**src/rtl/stopwatch_counter.sv**
```systemverilog
// stopwatch_counter: MM:SS BCD stopwatch with start/stop/clear; optional lap display hold under STOPWATCH_LAP_HOLD_EN
module stopwatch_counter #(
  parameter int TICK_DIV = 100000000
) (
  input  logic       clk,
  input  logic       reset,
  input  logic       start_stop,
  input  logic       clear,
`ifdef STOPWATCH_LAP_HOLD_EN
  input  logic       lap,
`endif
  output logic [3:0] min_tens,
  output logic [3:0] min_ones,
  output logic [3:0] sec_tens,
  output logic [3:0] sec_ones,
  output logic       running,
  output logic       rollover
);
  localparam int PW = $clog2(TICK_DIV);
  typedef enum logic [1:0] {IDLE, RUNNING, PAUSED} state_t;
  state_t state;
  logic ss_q, ss_edge, tick, at_max, c0, c1, c2;
  logic [PW-1:0] pre;
  logic [3:0] mt, mo, st, so;
  assign ss_edge = start_stop & ~ss_q;
  assign tick = state == RUNNING && pre == PW'(TICK_DIV - 1);
  assign at_max = {mt, mo, st, so} == 16'h5959;
  assign c0 = so == 4'd9;
  assign c1 = c0 && st == 4'd5;
  assign c2 = c1 && mo == 4'd9;
  assign running = state == RUNNING;
  // control FSM, prescaler and BCD time-of-count; clear outranks tick and start_stop
  always_ff @(posedge clk) begin
    if (reset) begin
      state <= IDLE;
      ss_q <= 1'b0;
      pre <= '0;
      {mt, mo, st, so} <= '0;
      rollover <= 1'b0;
    end else begin
      ss_q <= start_stop;
      rollover <= !clear && tick && at_max;
      if (clear) begin
        state <= IDLE;
        pre <= '0;
        {mt, mo, st, so} <= '0;
      end else begin
        if (state == RUNNING) pre <= tick ? '0 : pre + 1'b1;
        if (tick) begin
          so <= c0 ? 4'd0 : so + 4'd1;
          st <= c0 ? (st == 4'd5 ? 4'd0 : st + 4'd1) : st;
          mo <= c1 ? (mo == 4'd9 ? 4'd0 : mo + 4'd1) : mo;
          mt <= c2 ? (mt == 4'd5 ? 4'd0 : mt + 4'd1) : mt;
        end
        if (ss_edge) state <= state == RUNNING ? PAUSED : RUNNING;
      end
    end
  end
`ifdef STOPWATCH_LAP_HOLD_EN
  logic lap_q, hold;
  logic [15:0] held;
  // lap edges toggle a frozen snapshot of the count; ignored while IDLE
  always_ff @(posedge clk) begin
    if (reset) begin
      lap_q <= 1'b0;
      hold <= 1'b0;
      held <= '0;
    end else begin
      lap_q <= lap;
      if (clear) hold <= 1'b0;
      else if (lap && !lap_q && state != IDLE) begin
        hold <= ~hold;
        held <= {mt, mo, st, so};
      end
    end
  end
  assign {min_tens, min_ones, sec_tens, sec_ones} = hold ? held : {mt, mo, st, so};
`else
  assign {min_tens, min_ones, sec_tens, sec_ones} = {mt, mo, st, so};
`endif
endmodule

```
**config.mk**
```make
export PLATFORM = sky130hd
export DESIGN_NAME = stopwatch_counter
export DESIGN_NICKNAME = d
export VERILOG_FILES = /design/src/rtl/stopwatch_counter.sv
export SDC_FILE = /design/constraint.sdc
export NUM_CORES = 1
export LEC_CHECK = 0
export ABC_AREA = 1
export BUFFER_PORTS_ARGS = -buffer_cell sky130_fd_sc_hd__buf_2
export CORE_UTILIZATION = 55
export DETAILED_ROUTE_END_ITERATION = 6
export PLACE_DENSITY = 0.8
export SLEW_MARGIN = 0
export SYNTH_ARGS = -nofsm -noshare
export SYNTH_HDL_FRONTEND = slang
export SYNTH_SLANG_ARGS = --single-unit
```
**constraint.sdc**
```tcl
create_clock -name clk -period 2.85 [get_ports clk]
set_clock_uncertainty 0.15 [all_clocks]
set_input_delay 0.57 -clock clk [delete_from_list [all_inputs] [get_ports clk]]
set_output_delay 0.57 -clock clk [all_outputs]
set_load 0.005 [all_outputs]
```
==> results_dict.tcl <==
set metrics [dict create \
    synth-async-reset-ratio_pct 0 \
    syn-instance-count 410 \
    fin_area_um2 2980 \
    cts.sinks 47 \
    diodes 0 \
    r2r_slack_ps 1010 \
    drv_slew 0 \
    ys.flop_type "dfxtp_1" \
    ctsResizeCount 0 \
    viasPerCell 5.008 \
    cts.clk_slew.worst_paths_ps 90 \
    endpoint "pre[16]" \
    syn_area_um2 2694 \
    synth_seq_cells 47 \
    rr_endpoint "pre[16]" \
    start_util_pct 57.03 \
    nNetsFinal 441 \
    cts_hold_buf 0 \
    r2r-start "pre[0]" \
    hold_viol 0 \
    ios 22 \
    track_usage_pct 23.25 \
    avgSynthCellArea_um2 6.570 \
    antenna_found_initial 0 \
    rsz0062_at_grt "false" \
    post_cts_buffers 0 \
    hp-class "input port to flip-flop" \
    clock_latency_ps 300 \
    reg2reg_depth 10 \
    cp.required_ps 2910 \
    synth.distinct_cells 35 \
    gp_congestion 0.9119 \
    die-height_um 71.99 \
    endpoint_kind "flip-flop" \
    dieWidth_um 71.99 \
    tightestPinTransition_ps 345.4 \
    slew_headroom_pct 76.76 \
    routedWlPerCell_um 10.98 \
    cp_max_fo 13 \
    synth_edf_count 0 \
    port_buffers 21 \
    grt_max_degree 17 \
    n_fill_cell 443 \
    final_cell_mix "nand2_1, nor2_1, inv_1" \
    ys_seq_area_share_pct 34.93 \
    final_common_cell "nand2_1" \
    drt_iter0_drc 200 \
    post-place-ws_ps 970.1 \
    status "finished clean" \
    die-area_um2 5182 \
    p_per_area_nw_per_um2 399.1 \
    worstSetupStartpointType "flip-flop" \
    cts_tree "done" \
    critPathArrivalTime_ps 1900 \
    dpl.hpwl_mm 4.242 \
    syn_to_final_growth_pct 10.64 \
    max_freq_mhz 542.2 \
    coreArea_um2 4723 \
    drive_gt1_share_pct 14.42 \
    crit_start "pre[0]" \
    finalCritPeriodShare_pct 64.72 \
    cts_buffer_depth 2 \
    setup_slack_ps 1005 \
    p_leak_nw 1.193 \
    grt_pass1_wl_mm 9.646 \
    antenna_left 0 \
    overflow 0 \
    finalSetupViolCount 0 \
    cts_buffers 5 \
    postPlaceCellArea_um2 2868 \
    fp-row-count 25 \
    num_vias 2524 \
    finalPower_mw 1.190 \
    worst_ir_drop_vdd_mv 0.2870 \
    drv_cap 0 \
    synth_warnings 0 \
    setup-tns-final_ps 0 \
    post-route-min-period_ps 1845 \
    wirelength_mm 5.535 \
    post-route-drc-count 0 \
    dr.pass1.iters 4 \
    syn_nets 415 \
    final_core_util_pct 63.10 \
    grt_pass1_vias 2277 \
    htreeDepth 2 \
    cts_root_buf "clkbuf_8" \
    crit_type "flip-flop to flip-flop" \
]
final cells by class:
cell class / instances / area (µm²) / area share, %
multi-input combinational: 295 / 1486 / 49.87
timing repair buffer: 22 / 112.6 / 3.778
clock buffer: 5 / 68.82 / 2.309
sequential: 47 / 940.9 / 31.57
inverter: 65 / 244.0 / 8.186
clock inverter: 3 / 43.79 / 1.469
tap: 67 / 83.83 / 2.813
worst min path at each step:
stage,start,endpoint,slack [ps],cells after the start
global placement,pre[2],pre[2],330,2
CTS,reset,ss_q,290,2
floorplan,pre[2],pre[2],310,2
finish,reset,ss_q,290,2
global route,reset,ss_q,290,2
detailed placement,pre[2],pre[2],330,2
synthesized netlist by cell type, types with 3 or more instances:
cell type | count | area share (%)
nand2_1 | 100 | 14
nor2_1 | 69 | 9.6
inv_1 | 59 | 8.2
dfxtp_1 | 47 | 35
nand3_1 | 31 | 5.8
a21oi_1 | 16 | 3.0
nor2_4 | 11 | 4.6
nor3_1 | 11 | 2.0
nand4_1 | 9 | 2.1
o21ai_0 | 7 | 1.3
inv_2 | 5 | 0.70
nand2_2 | 5 | 1.2
nor2_2 | 5 | 1.2
nor3b_1 | 5 | 1.4
a211oi_1 | 4 | 1.1
nand2_4 | 3 | 1.3
o21ai_1 | 3 | 0.56
o21bai_1 | 3 | 0.84
worst max-delay path: stages, from the launching register on:
cell	delay, ps
dfxtp_1	390
ha_1	210
nand3_1	100
inv_1	60
nand2_1	100
nor2_4	170
nand2_4	90
nand2_4	160
inv_2	150
o21ai_0	100
nor2_1	50
routing by layer:
| metal | track usage (%) | share of wire, % | wire length [µm] |
|---|---|---|---|
| met5 | 0 | 0 | 0 |
| met1 | 29.99 | 50 | 2742 |
| met3 | 4.306 | 3.1 | 173 |
| met2 | 39.52 | 46 | 2557 |
| met4 | 7.190 | 1.1 | 61 |
stage by stage:
step,hold slack (ps),instances
after global routing,289.6,504
after detailed placement,332.6,496
final,294.6,504
after CTS,289.0,504
after floorplan,312.5,410
after global placement,331.1,496
power by group:
group,internal (mW),switching [mW]
combinational,0.0108,0.0251
clock,0.261,0.233
sequential,0.658,0.00159
total,0.930,0.259
registers in the layout, summed over array words and instances, names as in the netlist:
signal    cells
min_tens      4
min_ones      4
state         2
ss_q          1
sec_ones      4
rollover      1
sec_tens      4
pre          27
cell families (layout without fill, tap and decap cells):
group,Yosys count,in the layout,share of synthesized area (%)
buffers and inverters,68,95,9.893
and+or+nand+nor,256,256,46.31
adders and majority gates,1,1,0.4644
DFF,47,47,34.93
AOI/OAI and AO/OA,36,36,7.757
xor gates and xnor gates,2,2,0.6504
No activity file was read; power rests on OpenSTA's default activity.
